**config.mk**
```make
export PLATFORM = sky130hd
export DESIGN_NAME = shift_r_int16_pipe_flat
export DESIGN_NICKNAME = d
export VERILOG_FILES = /design/src/rtl/shift_r_int16_pipe_pkg.sv /design/src/rtl/shift_r_int16_pipe_if.sv /design/src/rtl/shift_r_int16_pipe_stage.sv /design/src/rtl/shift_r_int16_pipe.sv /design/src/flat_wrapper.sv
export SDC_FILE = /design/constraint.sdc
export NUM_CORES = 1
export LEC_CHECK = 0
export BUFFER_PORTS_ARGS = -buffer_cell sky130_fd_sc_hd__buf_2
export CAP_MARGIN = 30
export CORE_AREA = 5 5 67 69
export CTS_CLUSTER_DIAMETER = 40
export DETAILED_ROUTE_END_ITERATION = 6
export DIE_AREA = 0 0 72 74
export GPL_TIMING_DRIVEN = 0
export HOLD_SLACK_MARGIN = 0.15
export PLACE_DENSITY = 0.8
export SETUP_SLACK_MARGIN = 0.5
export SYNTH_ARGS = -nofsm -noshare
export SYNTH_HDL_FRONTEND = slang
export SYNTH_SLANG_ARGS = --single-unit
```
**constraint.sdc**
```tcl
create_clock -name clk -period 1.5 [get_ports clk]
set_input_delay 0.15 -clock clk [delete_from_list [all_inputs] [get_ports clk]]
set_output_delay 0.15 -clock clk [all_outputs]
set_load 0.01 [all_outputs]
```
**src/rtl/shift_r_int16_pipe_pkg.sv**
```systemverilog
// Shared widths and the sign-filling shift helper for the shift_r_int16_pipe datapath.
// Both pipeline stages call asr_fill so they shift the same way.
package shift_r_pkg;

  localparam int SHIFT_R_WIDTH       = 16;
  localparam int SHIFT_R_SHIFT_WIDTH = 4;

  function automatic logic [SHIFT_R_WIDTH-1:0] asr_fill(
    input logic [SHIFT_R_WIDTH-1:0]       data,
    input logic [SHIFT_R_SHIFT_WIDTH-1:0] amt
  );
    return $signed(data) >>> amt;
  endfunction

endpackage

```
**src/rtl/shift_r_int16_pipe_if.sv**
```systemverilog
// Operand/result handshake bundle for shift_r_int16_pipe.
// The slave modport is the shifter's view; the master modport is the producer/consumer view.
interface shift_r_if #(
  parameter int WIDTH = 16
);
  logic             in_valid;
  logic             in_ready;
  logic [WIDTH-1:0] A;
  logic [WIDTH-1:0] B;
  logic             out_valid;
  logic             out_ready;
  logic [WIDTH-1:0] Y;

  modport slave (
    input  in_valid, A, B, out_ready,
    output in_ready, out_valid, Y
  );

  modport master (
    output in_valid, A, B, out_ready,
    input  in_ready, out_valid, Y
  );
endinterface

```
**src/rtl/shift_r_int16_pipe_stage.sv**
```systemverilog
// One valid/ready register slice. It loads whenever it is empty or its consumer takes the
// current item, so a full pipeline still moves every cycle while the downstream end is ready.
module shift_r_pipe_stage #(
  parameter int DW = 16
) (
  input  logic          clk,
  input  logic          rst,
  input  logic          in_valid,
  input  logic [DW-1:0] in_data,
  output logic          ready,
  output logic          out_valid,
  output logic [DW-1:0] out_data,
  input  logic          out_ready
);

  assign ready = !out_valid || out_ready;

  // Data only loads with a valid item, so the output holds its last value during bubbles.
  always_ff @(posedge clk) begin
    if (rst) begin
      out_valid <= 1'b0;
      out_data  <= '0;
    end else if (ready) begin
      out_valid <= in_valid;
      if (in_valid) out_data <= in_data;
    end
  end

endmodule

```
**src/rtl/shift_r_int16_pipe.sv**
```systemverilog
// Two-stage handshaked arithmetic right shifter: stage 1 shifts by B[1:0], stage 2 by 4*B[3:2].
// Build option SHIFT_R_OVERSHIFT_EN: a nonzero B[15:4] forces the result to full sign fill.
module shift_r_int16_pipe
  import shift_r_pkg::*;
#(
  parameter int WIDTH       = SHIFT_R_WIDTH,
  parameter int SHIFT_WIDTH = SHIFT_R_SHIFT_WIDTH
) (
  input logic     clk,
  input logic     rst,
  shift_r_if.slave bus
);

`ifdef SHIFT_R_OVERSHIFT_EN
  localparam int S1_W = WIDTH + 3;
`else
  localparam int S1_W = WIDTH + 2;
`endif

  logic [S1_W-1:0]  s1_in;
  logic [S1_W-1:0]  s1_q;
  logic             s1_valid;
  logic             s1_ready;
  logic             s2_ready;
  logic [WIDTH-1:0] d1_in;
  logic [WIDTH-1:0] d1;
  logic [1:0]       sh2;
  logic [WIDTH-1:0] d2;

  assign d1_in = asr_fill(bus.A, {2'b00, bus.B[1:0]});

`ifdef SHIFT_R_OVERSHIFT_EN
  assign s1_in = {(|bus.B[WIDTH-1:SHIFT_WIDTH]), bus.B[SHIFT_WIDTH-1:SHIFT_WIDTH-2], d1_in};
`else
  assign s1_in = {bus.B[SHIFT_WIDTH-1:SHIFT_WIDTH-2], d1_in};
  logic unused_b_hi;
  assign unused_b_hi = ^bus.B[WIDTH-1:SHIFT_WIDTH];
`endif

  shift_r_pipe_stage #(.DW(S1_W)) u_s1 (
    .clk       (clk),
    .rst       (rst),
    .in_valid  (bus.in_valid),
    .in_data   (s1_in),
    .ready     (s1_ready),
    .out_valid (s1_valid),
    .out_data  (s1_q),
    .out_ready (s2_ready)
  );

  assign d1  = s1_q[WIDTH-1:0];
  assign sh2 = s1_q[WIDTH+1:WIDTH];

  // d1 already carries A's sign bit in its MSB, so it is the fill source for overshift.
`ifdef SHIFT_R_OVERSHIFT_EN
  assign d2 = s1_q[WIDTH+2] ? {WIDTH{d1[WIDTH-1]}} : asr_fill(d1, {sh2, 2'b00});
`else
  assign d2 = asr_fill(d1, {sh2, 2'b00});
`endif

  shift_r_pipe_stage #(.DW(WIDTH)) u_s2 (
    .clk       (clk),
    .rst       (rst),
    .in_valid  (s1_valid),
    .in_data   (d2),
    .ready     (s2_ready),
    .out_valid (bus.out_valid),
    .out_data  (bus.Y),
    .out_ready (bus.out_ready)
  );

  assign bus.in_ready = s1_ready;

endmodule
```
**src/flat_wrapper.sv**
```systemverilog
// flat-port wrapper written by rule: the top's interface ports become plain ports
module shift_r_int16_pipe_flat import shift_r_pkg::*;
#(
  parameter int WIDTH       = SHIFT_R_WIDTH,
  parameter int SHIFT_WIDTH = SHIFT_R_SHIFT_WIDTH
)
  (clk, rst, bus_in_valid, bus_A, bus_B, bus_out_ready, bus_in_ready, bus_out_valid, bus_Y);
  shift_r_if #(.WIDTH(WIDTH)) bus_i ();
  input logic clk;
  input logic rst;
  input wire logic [$bits(bus_i.in_valid)-1:0] bus_in_valid;
  input wire logic [$bits(bus_i.A)-1:0] bus_A;
  input wire logic [$bits(bus_i.B)-1:0] bus_B;
  input wire logic [$bits(bus_i.out_ready)-1:0] bus_out_ready;
  output wire logic [$bits(bus_i.in_ready)-1:0] bus_in_ready;
  output wire logic [$bits(bus_i.out_valid)-1:0] bus_out_valid;
  output wire logic [$bits(bus_i.Y)-1:0] bus_Y;
  assign bus_i.in_valid = bus_in_valid;
  assign bus_i.A = bus_A;
  assign bus_i.B = bus_B;
  assign bus_i.out_ready = bus_out_ready;
  assign bus_in_ready = bus_i.in_ready;
  assign bus_out_valid = bus_i.out_valid;
  assign bus_Y = bus_i.Y;
  shift_r_int16_pipe #(.WIDTH(WIDTH), .SHIFT_WIDTH(SHIFT_WIDTH)) u_core (.clk(clk), .rst(rst), .bus(bus_i));
endmodule
```
==> run_results.csv, run 1 <==
group,metric,value,unit
status,status,"finished, final reports clean",
placement,port_buffers,39,
pwr,power,2.35,mW
yosys,synth-simple-area-share,10.9,%
global_route,grt_antenna_before_repair,0,
pwr,power_frac_comb,23.6,%
die,initial_utilization,50.1,%
yosys,syn_inst,193,
drt,viasPerCell,6.02,
worst_setup_path,worstSetupPathType,"register to register",
yosys,ys_seq_area_share,37.3,%
clock_network,cts_tree,"built",
yosys,synthMuxAreaShare,26.3,%
pwr,sequentialPowerShare,45.6,%
drt,vias,1883,
placement,placed_area,2240,µm²
clock_network,numCtsBuffers,5,
placement,gp_routability_congestion,0.822,
timing,relSlewSlack,74.2,%
timing,finalClockSkew,0.0106,ns
worst_setup_path,critPathArrivalTime,1.64,ns
drt,post_drt_wl_per_cell,18.9,µm
global_route,grt_pass1_wl,8.75,mm
clock_network,htree_levels,2,
drt,drt_iter0_drc,113,
finish,most-common-layout-cells,"buf_2 (39), dfxtp_1 (32), buf_6 (14), buf_4 (13)",
clock_network,clk_latency,0.30,ns
finish,fin_area,2850,µm²
drt,first_pass_iters,4,
die,ioPinCount,54,
worst_setup_path,critPathMaxFanout,10,
yosys,yosysUniqueCellTypes,27,
min_path,hold_class,"input port to register",
finish,syn2layout_area_growth,47.3,%
yosys,ys_seq_elements,36,
timing,drv_slew,0,
yosys,synth_top_family_by_area,"multiplexers",
pwr,p_leak,1.13,nW
global_route,grt_max_degree,11,
die,die_area,5330,µm²
global_route,grt_pass1_vias,1788,
die,die_x,72,µm
timing,post-route-min-period,1.42,ns
pwr,power_switching,671,µW
timing,grt_setup_unrepaired,"true",
finish,final_common_cell,"buf_2",
die,core,3860,µm²
pwr,irDropWorstVdd,0.000578,V
finish,drive_above_1_share,57.4,%
die,core.rowCount,23,
timing,fin_tns_setup,0,ns
finish,finalNetCount,298,
pwr,swShare,28.6,%
yosys,synth.yosys.warnings,0,
worst_setup_path,critical_path.endpoint_type,"register",
yosys,syn-num-nets,229,
die,chipHeight,74,µm
yosys,synth-compound-area-share,19.4,%
timing,max_clock_freq,703,MHz
timing,hold_viol,0,
drt,remaining_drc_errors,0,
yosys,synth-adder-area-share,0,%
clock_network,clkTransAtPathRegs,0.08,ns
finish,diodes,0,
clock_network,cts.path.max_buffers,2,
placement,post-place-ws,0.101,ns
pwr,clockPowerShare,30.8,%
finish,nFillCells,249,
global_route,grtUsageTotal,21.8,%
clock_network,clock-root-buffer,"clkbuf_8",
worst_setup_path,start_kind,"register",
yosys,synth_xor_xnor_area_share,0,%
pwr,power.internal,1.68,mW
run,maxCapViolations,0,
yosys,syn_area,1930,µm²
timing,worstMarginPinSlew,0.387,ns
timing,finalWorstSetupSlack,0.0784,ns
worst_setup_path,crit_required,1.71,ns
global_route,grt_overflow_total,0,
drt,ant_nets,0,
timing,setup_viol,0,
yosys,syn_area_per_cell,10.0,µm²
clock_network,clock-sinks,36,
drt,routed_wl,5.90,mm
timing,fin_crit_sh,94.8,%
placement,dp_hpwl,3.35,mm
pwr,cellPowerDensity,825,nW/µm²
[state kept, by name, indices dropped and copies added, names as in the netlist]
signal                 count
u_core.u_s1.out_data      18
u_core.u_s1.out_valid      1
u_core.u_s2.out_data      16
u_core.u_s2.out_valid      1
[worst max-delay path: stages, from the launching register on]
cell     delay [ns]
dfxtp_2        0.33
and3b_1        0.21
buf_6          0.14
or3_4          0.35
buf_8          0.15
o22ai_1        0.15
[Yosys cell counts]
| cell | number | area (µm²) |
|---|---|---|
| inv_1 | 4 | 15.0 |
| o2bb2ai_1 | 7 | 61.3 |
| mux2i_1 | 8 | 80.1 |
| nor2_1 | 4 | 15.0 |
| o21ai_1 | 11 | 55.1 |
| inv_4 | 1 | 6.26 |
| or3_1 | 1 | 6.26 |
| or3_4 | 1 | 11.3 |
| buf_4 | 2 | 15.0 |
| or4_4 | 1 | 11.3 |
| a211oi_1 | 5 | 37.5 |
| buf_1 | 1 | 3.75 |
| nand2b_1 | 12 | 75.1 |
| mux4_2 | 12 | 270 |
| buf_2 | 5 | 25.0 |
| o21ai_0 | 6 | 30.0 |
| dfxtp_1 | 36 | 721 |
| nand3_1 | 13 | 65.1 |
| a21oi_1 | 24 | 120 |
| o22ai_1 | 10 | 62.6 |
| nor2b_1 | 3 | 18.8 |
| inv_2 | 1 | 3.75 |
| mux2_1 | 14 | 158 |
| buf_6 | 2 | 22.5 |
| o21a_1 | 1 | 7.51 |
| and3b_1 | 1 | 8.76 |
| clkbuf_1 | 7 | 26.3 |
[logic make-up (layout without fill, tap and decap cells)]
| kind of cell | count (synthesis) | in the layout |
|---|---|---|
| compound gates | 64 | 64 |
| flops | 36 | 36 |
| simple gates | 36 | 36 |
| mux | 34 | 34 |
| buf+inv | 23 | 93 |
[power groups by stage]
stage / registers (mW) / logic (mW) / clock network [mW]
2_1_floorplan: 1.08 / 0.276 / 0
3_3_place_gp: 1.08 / 0.388 / 0
3_5_place_dp: 1.08 / 0.393 / 0
4_1_cts: 1.06 / 0.473 / 0.718
5_1_grt: 1.07 / 0.595 / 0.772
6_report: 1.07 / 0.553 / 0.723
[path summary, 6_finish.rpt]
path                                                            from                               endpoint  slack (ns)  cells after the start
worst max-delay path              u_core.u_s2.out_valid$_SDFFE_PP0P_   u_core.u_s1.out_data[6]$_SDFFE_PP0P_        0.08                      5
worst min register to register  u_core.u_s2.out_data[6]$_SDFFE_PP0P_   u_core.u_s2.out_data[6]$_SDFFE_PP0P_        0.47                      2
worst max register to register    u_core.u_s2.out_valid$_SDFFE_PP0P_   u_core.u_s1.out_data[6]$_SDFFE_PP0P_        0.08                      5
worst min-delay path                                       bus_A[15]  u_core.u_s1.out_data[15]$_SDFFE_PP0P_        0.16                      3
[area by class of cell]
cell class / count / area, µm² / share of cell area [%]
clock buffers: 8 / 90.1 / 3.16
repair buffers: 62 / 439 / 15.4
flip-flops and latches: 36 / 726 / 25.5
well taps: 50 / 62.6 / 2.20
plain buffers: 17 / 174 / 6.11
inverters: 6 / 25.0 / 0.879
multi-input cells: 134 / 1330 / 46.7
[per-stage QoR]
stage	util (%)	instances	hold slack, ns
finish	73.8	313	0.164
global route	73.8	313	0.207
CTS	67.9	303	0.152
detailed placement	58.2	282	0.414
global placement	58.2	282	0.417
floorplan	-	193	0.290
[routing by layer]
metal	track usage (%)	wire length [µm]	vias to the layer above
met3	5.27	346	30
li1	-	-	868
met4	11.1	227	0
met2	36.1	2920	80
met5	0	0	-
met1	26.5	2410	905
[what timing repair did]
action / CTS / global route
endpoints found under the setup margin: 37 / 37
pin swaps: 18 / 20
cloned: 0 / 1
resized for setup: 47 / 39
endpoints found under the hold margin: 2 / 0
hold buffers: 2 / 0
setup buffers: 11 / 9
Note: power is estimated with default switching activity, not from simulation.
==> run 2, diff against run 1 <==
==> constraint.sdc (replaced) <==
create_clock -name clk -period 1.4 [get_ports clk]
set_input_delay 0.14 -clock clk [delete_from_list [all_inputs] [get_ports clk]]
set_output_delay 0.14 -clock clk [all_outputs]
set_load 0.01 [all_outputs]
==> run 2 against run 1 <==
Effect of this change: the flow now finishes with violations (negative setup slack); combinational power grew 28%; hold slack better by 0.032 ns; clock skew down 0.0034 ns; routed wire length grew 30%; critical path type unchanged; largest cell class unchanged.
==> run_results.csv, run 2 (synthesized netlist as in run 1, its figures left out) <==
group,metric,value,unit
status,status,"finished, violations left",
status,violations,"negative setup slack",
timing,post-route-min-period,1.42,ns
clock_network,cts_tree,"built",
run,maxCapViolations,0,
die,die_x,72,µm
worst_setup_path,crit_required,1.63,ns
finish,diodes,0,
drt,remaining_drc_errors,0,
finish,regMostFlops,"u_core.u_s1.out_data",
timing,finalClockSkew,0.00722,ns
placement,post-place-ws,0.00880,ns
die,core,3860,µm²
timing,hold_viol,0,
timing,relSlewSlack,71.4,%
pwr,cellPowerDensity,855,nW/µm²
die,chipHeight,74,µm
global_route,grt_max_degree,11,
worst_setup_path,start_kind,"register",
worst_setup_path,slowest_delay,0.37,ns
worst_setup_path,rr_worst_depth,5,
timing,finalWorstSetupSlack,-0.0218,ns
clock_network,clk_latency,0.30,ns
timing,max_clock_freq,703,MHz
worst_setup_path,worstSetupPathType,"register to register",
clock_network,clkTransAtPathRegs,0.08,ns
global_route,grt_pass1_wl,9.59,mm
clock_network,numCtsBuffers,5,
timing,fin_crit_sh,102,%
global_route,grt_antenna_before_repair,0,
drt,viasPerCell,6.36,
drt,ant_nets,0,
global_route,grtUsageTotal,23.9,%
finish,finalNetCount,299,
drt,post_drt_wl_per_cell,24.3,µm
min_path,min_path_cells,3,
drt,routed_wl,7.64,mm
global_route,grt_pass1_vias,1879,
worst_setup_path,path_common_cell,"buf_6",
drt,drt_iter0_drc,161,
timing,worstMarginPinSlew,0.429,ns
finish,final_common_cell,"buf_6",
die,core.rowCount,23,
worst_setup_path,critPathArrivalTime,1.65,ns
die,initial_utilization,50.1,%
clock_network,htree_levels,2,
timing,drv_slew,0,
worst_setup_path,slowest_stage,"or3_4",
clock_network,clock-sinks,36,
finish,reg_top3,"u_core.u_s1.out_data x18, u_core.u_s2.out_data x16",
clock_network,cts.path.max_buffers,2,
placement,dp_hpwl,3.46,mm
placement,gp_routability_congestion,0.849,
global_route,grt-busiest-layer,"met2",
pwr,p_leak,1.18,nW
global_route,globalRouteMet3Util,6.08,%
global_route,use_met1,29.1,%
global_route,grt_overflow_total,0,
global_route,grt_util_met2,40.4,%
timing,setup_viol,1,
timing,whs,0.196,ns
worst_setup_path,critical_path.endpoint_type,"register",
drt,vias,1997,
min_path,hold_class,"input port to register",
die,die_area,5330,µm²
finish,utilization,81.0,%
pwr,irDropWorstVdd,0.000770,V
finish,most-common-layout-cells,"buf_6 (27), buf_2 (24), dfxtp_2 (20), a21oi_2 (17), dfxtp_1 (16)",
die,ioPinCount,54,
worst_setup_path,worstPathCellList,"and3b_1 > buf_6 > or3_4 > buf_6 > o22ai_2",
finish,drive_above_1_share,69.7,%
placement,port_buffers,39,
worst_setup_path,critPathMaxFanout,5,
clock_network,clock-root-buffer,"clkbuf_8",
finish,syn2layout_area_growth,61.7,%
finish,largest_register_ffs,18,
drt,first_pass_iters,4,
timing,grt_setup_unrepaired,"true",
==> run 2: cell count changes in the layout (fill, tap and decap cells not counted), sizes merged <==
cell         delta
buf             -2
clkbuf          +2
dlygate4sd3     +1
==> run 2: cell type report <==
class / count / area [µm²]
buffer: 17 / 179
clock buffer: 8 / 90.1
fill: 205 / 733
inverter: 6 / 30.0
multi-input combinational: 134 / 1480
sequential: 36 / 746
tap: 50 / 62.6
timing repair buffer: 63 / 538
==> run 2: through the flow <==
stage	total power, mW	setup TNS (ns)	instances	area (µm²)
final	2.67	-0.0218	314	3120
after global routing	2.75	-0.109	314	3120
after CTS	2.46	0	309	2780
after detailed placement	1.59	0	282	2260
after global placement	1.58	0	282	2260
after floorplan	1.45	0	193	2010
==> run 2: path summary, 6_finish.rpt <==
path | startpoint | to | slack, ns
setup / recovery | u_core.u_s1.out_valid$_SDFFE_PP0P_ | u_core.u_s1.out_data[6]$_SDFFE_PP0P_ | -0.02
hold / removal | bus_in_valid | u_core.u_s1.out_data[15]$_SDFFE_PP0P_ | 0.20
setup reg to reg | u_core.u_s1.out_valid$_SDFFE_PP0P_ | u_core.u_s1.out_data[6]$_SDFFE_PP0P_ | -0.02
hold reg to reg | u_core.u_s1.out_data[1]$_SDFFE_PP0P_ | u_core.u_s1.out_data[1]$_SDFFE_PP0P_ | 0.49
==> run 2: per-layer routing <==
layer	up-vias	routed length, µm
met3	49	562
li1	867	-
met5	-	0
met2	119	3860
met4	0	455
met1	962	2770
==> run 2: repair_timing <==
item,CTS,global route
endpoints found under the hold margin,3,0
cloned,3,0
setup buffers,13,5
endpoints found under the setup margin,42,54
gates resized for setup,59,73
hold buffers,3,0
pin swaps,11,21
==> run 2: power breakdown <==
| group | internal [mW] | total (mW) | switching [mW] |
|---|---|---|---|
| clock | 0.402 | 0.793 | 0.392 |
| sequential | 1.09 | 1.17 | 0.0784 |
| combinational | 0.360 | 0.708 | 0.348 |
==> run 2: worst max-delay path, delay by kind of cell, from the launching register on <==
| kind | cells | cell delay [ns] |
|---|---|---|
| AND/OR/NAND/NOR | 2 | 0.55 |
| flip-flops | 1 | 0.32 |
| buffers and inverters | 2 | 0.30 |
| AO/OA/AOI/OAI | 1 | 0.17 |
